$ cat src/rtl/crt_defs.sv
// Shared derivations for the CRT pixel fetch path: lane geometry, counter widths
// and the bit layout of one delay-line entry.
package crt_defs;

    function automatic int ppw_of(input int word_bits, input int pix_bits);
        return word_bits / pix_bits;
    endfunction

    function automatic int lane_bits_of(input int word_bits, input int pix_bits);
        return $clog2(word_bits / pix_bits);
    endfunction

    // Credits and skips both count up to FIFO_DEPTH inclusive.
    function automatic int cnt_bits_of(input int fifo_depth);
        return $clog2(fifo_depth) + 1;
    endfunction

    // Delay-line entry, MSB to LSB: {ven, hs, vs, lane, nw, miss}
    localparam int DL_MISS = 0;
    localparam int DL_NW   = 1;
    localparam int DL_LANE = 2;

    function automatic int dl_vs(input int lane_bits);
        return DL_LANE + lane_bits;
    endfunction

    function automatic int dl_hs(input int lane_bits);
        return DL_LANE + lane_bits + 1;
    endfunction

    function automatic int dl_ven(input int lane_bits);
        return DL_LANE + lane_bits + 2;
    endfunction

    function automatic int dl_width(input int lane_bits);
        return DL_LANE + lane_bits + 3;
    endfunction

endpackage

$ cat src/rtl/crt_sync_fifo.sv
// Single-clock FIFO with registered full/empty; push and pop may coincide.
module crt_sync_fifo #(
    parameter int WIDTH = 32,
    parameter int DEPTH = 4
) (
    input  logic             clk,
    input  logic             reset,
    input  logic             push,
    input  logic [WIDTH-1:0] din,
    input  logic             pop,
    output logic [WIDTH-1:0] dout,
    output logic             full,
    output logic             empty
);
    localparam int AW = (DEPTH > 1) ? $clog2(DEPTH) : 1;
    localparam int CW = $clog2(DEPTH) + 1;

    logic [WIDTH-1:0] mem [DEPTH];
    logic [AW-1:0]    wptr, rptr;
    logic [CW-1:0]    count, count_nxt;
    logic             wr, rd;

    assign wr        = push & ~full;
    assign rd        = pop & ~empty;
    assign count_nxt = count + CW'(wr) - CW'(rd);
    assign dout      = mem[rptr];

    always_ff @(posedge clk or negedge reset) begin
        if (!reset) begin
            for (int i = 0; i < DEPTH; i++) mem[i] <= '0;
            wptr  <= '0;
            rptr  <= '0;
            count <= '0;
            full  <= 1'b0;
            empty <= 1'b1;
        end else begin
            if (wr) begin
                mem[wptr] <= din;
                wptr      <= wptr + AW'(1);
            end
            if (rd) rptr <= rptr + AW'(1);
            count <= count_nxt;
            empty <= (count_nxt == '0);
            full  <= (count_nxt == CW'(DEPTH));
        end
    end

endmodule

$ cat src/rtl/crt_pixel_fetch.sv
// Pixel fetch behind the crt timing generator: prefetches frame-buffer words on
// credit and realigns returned pixels with the sync strobes LATENCY cycles later.
module crt_pixel_fetch
    import crt_defs::*;
#(
    parameter int PIX_BITS   = 16,
    parameter int WORD_BITS  = 64,
    parameter int LATENCY    = 8,
    parameter int FIFO_DEPTH = 4
) (
    input  logic                 clk,
    input  logic                 reset,
    input  logic                 ven,
    input  logic                 hs,
    input  logic                 vs,
    input  logic [31:0]          pixaddr,
    input  logic [PIX_BITS-1:0]  border,
    input  logic                 underrun_clr,
    output logic                 mem_req,
    output logic [31:0]          mem_addr,
    input  logic                 mem_ack,
    input  logic                 mem_rvalid,
    input  logic [WORD_BITS-1:0] mem_rdata,
    output logic [PIX_BITS-1:0]  pix_out,
    output logic                 pix_valid,
    output logic                 hs_out,
    output logic                 vs_out,
    output logic                 underrun
);
    localparam int PPW       = ppw_of(WORD_BITS, PIX_BITS);
    localparam int LANE_BITS = lane_bits_of(WORD_BITS, PIX_BITS);
    localparam int CNT_BITS  = cnt_bits_of(FIFO_DEPTH);
    localparam int DLW       = dl_width(LANE_BITS);
    // The registered output stage is the last of the LATENCY stages.
    localparam int NSTG      = LATENCY - 1;

    logic [31:0]          waddr, last_waddr;
    logic [LANE_BITS-1:0] lane_in;
    logic                 prev_ven, new_word, issue, miss_in;
    logic [CNT_BITS-1:0]  credit, credit_nxt, skip, skip_nxt;
    logic                 rq_empty, rq_full;
    logic                 dq_push, dq_pop, dq_empty, dq_full;
    logic [WORD_BITS-1:0] dq_head, fetch_word, cur_word, sel_word;
    logic                 rx_data, rx_skip;
    logic [DLW-1:0]       dl [NSTG];
    logic [DLW-1:0]       dl_in, ent;
    logic                 o_ven, o_hs, o_vs, o_nw, o_miss;
    logic [LANE_BITS-1:0] o_lane;
    logic                 data_avail, take, late, bypass;
    logic [PPW-1:0][PIX_BITS-1:0] lanes;
    logic [PIX_BITS-1:0]  pix_nxt;
    logic                 ur_nxt;

    assign waddr    = pixaddr >> LANE_BITS;
    assign lane_in  = pixaddr[LANE_BITS-1:0];
    assign new_word = ven & (~prev_ven | (waddr != last_waddr));
    assign issue    = new_word & (credit != '0) & ~rq_full;
    assign miss_in  = new_word & ~issue;
    assign dl_in    = {ven, hs, vs, lane_in, issue, miss_in};

    assign mem_req = ~rq_empty;

    crt_sync_fifo #(.WIDTH(32), .DEPTH(FIFO_DEPTH)) u_req_q (
        .clk   (clk),
        .reset (reset),
        .push  (issue),
        .din   (waddr),
        .pop   (mem_req & mem_ack),
        .dout  (mem_addr),
        .full  (rq_full),
        .empty (rq_empty)
    );

    // Words for entries that already gave up on them are dropped, not queued.
    assign rx_skip = mem_rvalid & (skip != '0);
    assign rx_data = mem_rvalid & (skip == '0);

    assign ent    = dl[NSTG-1];
    assign o_ven  = ent[dl_ven(LANE_BITS)];
    assign o_hs   = ent[dl_hs(LANE_BITS)];
    assign o_vs   = ent[dl_vs(LANE_BITS)];
    assign o_lane = ent[DL_LANE +: LANE_BITS];
    assign o_nw   = ent[DL_NW];
    assign o_miss = ent[DL_MISS];

    // A word arriving in the very cycle it is needed is taken straight off the bus.
    assign data_avail = ~dq_empty | rx_data;
    assign take       = o_nw & data_avail;
    assign late       = o_nw & ~data_avail;
    assign bypass     = take & dq_empty;
    assign dq_push    = rx_data & ~bypass & ~dq_full;
    assign dq_pop     = take & ~dq_empty;
    assign fetch_word = dq_empty ? mem_rdata : dq_head;
    assign sel_word   = take ? fetch_word : cur_word;
    assign lanes      = sel_word;

    crt_sync_fifo #(.WIDTH(WORD_BITS), .DEPTH(FIFO_DEPTH)) u_data_q (
        .clk   (clk),
        .reset (reset),
        .push  (dq_push),
        .din   (mem_rdata),
        .pop   (dq_pop),
        .dout  (dq_head),
        .full  (dq_full),
        .empty (dq_empty)
    );

    assign credit_nxt = credit - CNT_BITS'(issue) + CNT_BITS'(take) + CNT_BITS'(rx_skip);
    assign skip_nxt   = skip + CNT_BITS'(late) - CNT_BITS'(rx_skip);

    always_comb begin
        pix_nxt = '0;
        ur_nxt  = underrun;
        if (underrun_clr) ur_nxt = 1'b0;
        if (late || o_miss) ur_nxt = 1'b1;
        if (o_ven) pix_nxt = (late || o_miss) ? border : lanes[o_lane];
    end

    always_ff @(posedge clk or negedge reset) begin
        if (!reset) begin
            prev_ven   <= 1'b0;
            last_waddr <= '0;
            credit     <= CNT_BITS'(FIFO_DEPTH);
            skip       <= '0;
            cur_word   <= '0;
            for (int i = 0; i < NSTG; i++) dl[i] <= '0;
            pix_out    <= '0;
            pix_valid  <= 1'b0;
            hs_out     <= 1'b0;
            vs_out     <= 1'b0;
            underrun   <= 1'b0;
        end else begin
            prev_ven <= ven;
            if (ven) last_waddr <= waddr;
            credit <= credit_nxt;
            skip   <= skip_nxt;
            if (take) cur_word <= fetch_word;
            dl[0] <= dl_in;
            for (int i = 1; i < NSTG; i++) dl[i] <= dl[i-1];
            pix_out   <= pix_nxt;
            pix_valid <= o_ven;
            hs_out    <= o_hs;
            vs_out    <= o_vs;
            underrun  <= ur_nxt;
        end
    end

endmodule
$ cat config.mk
export PLATFORM = sky130hd
export DESIGN_NAME = crt_pixel_fetch
export DESIGN_NICKNAME = d
export VERILOG_FILES = /design/src/rtl/crt_defs.sv /design/src/rtl/crt_sync_fifo.sv /design/src/rtl/crt_pixel_fetch.sv
export SDC_FILE = /design/constraint.sdc
export NUM_CORES = 1
export LEC_CHECK = 0
export CAP_MARGIN = 20
export CORE_UTILIZATION = 60
export DETAILED_ROUTE_END_ITERATION = 6
export GPL_TIMING_DRIVEN = 1
export PLACE_DENSITY = 0.81
export SLEW_MARGIN = 25
export SYNTH_ARGS = -nofsm -noshare
export SYNTH_HDL_FRONTEND = slang
export SYNTH_SLANG_ARGS = --single-unit
$ cat constraint.sdc
create_clock -name clk -period 7.08 [get_ports clk]
set_input_delay 1.416 -clock clk [delete_from_list [all_inputs] [get_ports clk]]
set_output_delay 1.416 -clock clk [all_outputs]
set_load 0.005 [all_outputs]
==> flow_summary.json <==
{
  "coreArea_mm2": 0.04083,
  "critPathCaptureType": "register",
  "yosys.area.top_type_share_pct": 56.43,
  "routed_wl_um": 58120,
  "ant_nets": 0,
  "num_rows": 74,
  "antenna_found_initial": 6,
  "synthSimpleGateAreaFrac_pct": 2.741,
  "numPortBuffers": 170,
  "yosysWarnings": 0,
  "cts.sinks": 563,
  "dr_total_vias": 15310,
  "r2r_cells": 5,
  "die_w_um": 205.4,
  "final_cell_mix": "dfrtp_1, mux2_2, clkdlybuf4s50_1",
  "hold_depth": 0,
  "synth_area_leaders": "dfrtp_1, mux2_2, mux4_2",
  "nets": 1987,
  "crit_fanout": 34,
  "r2r_start": "u_data_q.empty",
  "relSlewSlack_pct": 35.48,
  "synthAdderAreaFrac_pct": 1.159,
  "p_per_area_mw_per_mm2": 465.2,
  "async_flop_share_pct": 100.0,
  "drv_slew": 0,
  "syn-instance-count": 1711,
  "slowest_delay_ps": 880,
  "synth-xor-area-share_pct": 1.552,
  "worst_pin_slew_ps": 964.3,
  "grt_max_degree": 177,
  "setup_viol": 0,
  "die-area_mm2": 0.04221,
  "viasPerCell": 6.299,
  "fmax_mhz": 218.9,
  "drtPass1Iterations": 5,
  "min_period_over_period_pct": 64.54,
  "grt_usage_pct": 28.41,
  "synth_edf_count": 0,
  "hold_viol_final": 0,
  "start_util_pct": 60.82,
  "nFillCells": 2720,
  "critPathRequiredTime_ps": 7570,
  "grt_pass1_wl_um": 91880,
  "synth.area.mux_share_pct": 26.82,
  "hold_path_class": "reg -> reg",
  "status": "finished clean",
  "finalPower_mw": 13.45,
  "r2r_end": "u_data_q.mem[215]",
  "yosysTopAreaCell": "dfrtp_1",
  "place_congestion": 0.8163,
  "setup_tns_ps": 0,
  "syn-mean-instance-area_um2": 14.51,
  "synth-seq-cells": 563,
  "synth_compound_area_share_pct": 7.885,
  "io_pins": 173,
  "maxCapViolCount": 0,
  "cp-start-kind": "input port",
  "reg2reg_setup_slack_ps": 2910,
  "cts_tree": "built",
  "cts_buffer_depth": 3,
  "path_buf_inv": 2,
  "drc": 0,
  "insertion_delay_ps": 610,
  "gr-total-overflow": 0,
  "drive_above_1_share_pct": 35.76,
  "syn_to_final_growth_pct": 16.39,
  "hold_end": "hs_out",
  "layout_commonest_cell": "dfrtp_1",
  "syn-cell-area_mm2": 0.02483,
  "synth.distinct_cells": 46,
  "first_iter_violations": 1116,
  "cts_setup_buffers": 0,
  "root_buffer": "clkbuf_16",
  "rsz0062_at_grt": "false",
  "ys_seq_area_share_pct": 56.75,
  "die_h_um": 205.4,
  "setup.worst_path.class": "in -> reg",
  "hpwl_um": 34760,
  "cp_cell_sequence": "clkdlybuf4s50_1, or4b_1, nor3_4, nand2_2, buf_4, mux2_2",
  "numCtsBuffers": 58,
  "synth_top_family_by_area": "multiplexers",
  "path_clk_slew_ps": 60,
  "fin_crit_ps": 4569,
  "postCtsHoldBufs": 0,
  "htree_num_levels": 2,
  "crit_arrival_ps": 5060,
  "grt_pass1_vias": 16400,
  "hp-start": "ent[5]",
  "vdd_drop_max_uv": 277.9,
  "synthFlopType": "dfrtp_1",
  "p_leak_nw": 12.45,
  "path_delay_family": "simple AND/OR/NAND/NOR gates",
  "crit_slowest_cell": "or4b_1",
  "clock_skew_ps": 12.38,
  "wl_per_cell_um": 23.91,
  "ctsResizeCount": 0
}
routing by layer:
| metal | vias up | share of wire [%] | track usage, % |
|---|---|---|---|
| met1 | 8007 | 41 | 37.00 |
| met2 | 496 | 49 | 46.07 |
| met5 | - | 0.058 | 0 |
| met3 | 128 | 6.2 | 5.702 |
| met4 | 6 | 4.0 | 13.20 |
| li1 | 6675 | - | - |
through the flow:
step | util (%) | worst slack, ps | hold WS [ps] | instance area, um2 | cells
after floorplan | - | 3056 | 331.2 | 24840 | 1712
after global placement | 65.60 | 2004 | 331.2 | 26780 | 2317
after detailed placement | 65.60 | 1921 | 334.7 | 26780 | 2317
after CTS | 70.66 | 2522 | 348.6 | 28850 | 2426
after global routing | 70.78 | 2311 | 352.9 | 28900 | 2430
final | 70.79 | 2511 | 346.6 | 28900 | 2431
cell families (layout without fill, tap and decap cells):
group | count (synthesis) | count (layout)
other | 1 | 5
adder cells (fa/ha/maj) | 20 | 20
multiplexers | 549 | 549
XOR/XNOR | 44 | 44
AO/OA/AOI/OAI | 266 | 266
AND/OR/NAND/NOR | 121 | 121
buffers and inverters | 147 | 331
flip-flops | 563 | 563
registers in the layout (all words and copies together), names as in the netlist, 7 cells and up:
register,count
u_data_q.mem,256
dl,42
u_req_q.mem,120
last_waddr,30
ent,7
cur_word,64
pix_out,16
Yosys cell counts, drive strengths merged (15+ instances only):
| library cell | count |
|---|---|
| xnor2 | 25 |
| ha | 15 |
| buf | 57 |
| o22ai | 32 |
| inv | 26 |
| xor2 | 19 |
| a221o | 16 |
| a22oi | 16 |
| and3 | 16 |
| dfrtp | 560 |
| a311oi | 32 |
| o221ai | 48 |
| o221a | 16 |
| a21oi | 17 |
| mux2i | 32 |
| mux4 | 46 |
| o211ai | 20 |
| nand2 | 41 |
| o21ai | 67 |
| mux2 | 471 |
| clkbuf | 64 |
| nor2b | 34 |
report_power, final:
group	internal, mW	switching, mW
Sequential	4.64	0.820
Combinational	2.67	2.08
Clock	1.97	1.26
Total	9.29	4.16
area by class of cell:
cell class	count	area (um2)	share of cell area [%]
multi-input combinational	1002	10010	34.62
tap	532	665.6	2.303
sequential	563	14100	48.78
clock buffer	90	1815	6.281
inverter	26	97.59	0.3376
antenna	3	7.507	0.02597
timing repair buffer	196	1959	6.779
clock inverter	19	251.5	0.8701
worst max-delay path by stage:
stage | from | endpoint | slack, ps | cells past startpoint
final | mem_rvalid | u_data_q.mem[215] | 2510 | 6
after detailed placement | mem_rvalid | u_data_q.mem[40] | 1920 | 6
after global placement | mem_rvalid | u_data_q.mem[44] | 2000 | 6
after global routing | mem_rvalid | u_data_q.mem[215] | 2310 | 6
after floorplan | pixaddr[9] | credit[1] | 3060 | 10
after CTS | mem_rvalid | u_data_q.mem[32] | 2520 | 6
No activity file was read; power rests on OpenSTA's default activity.
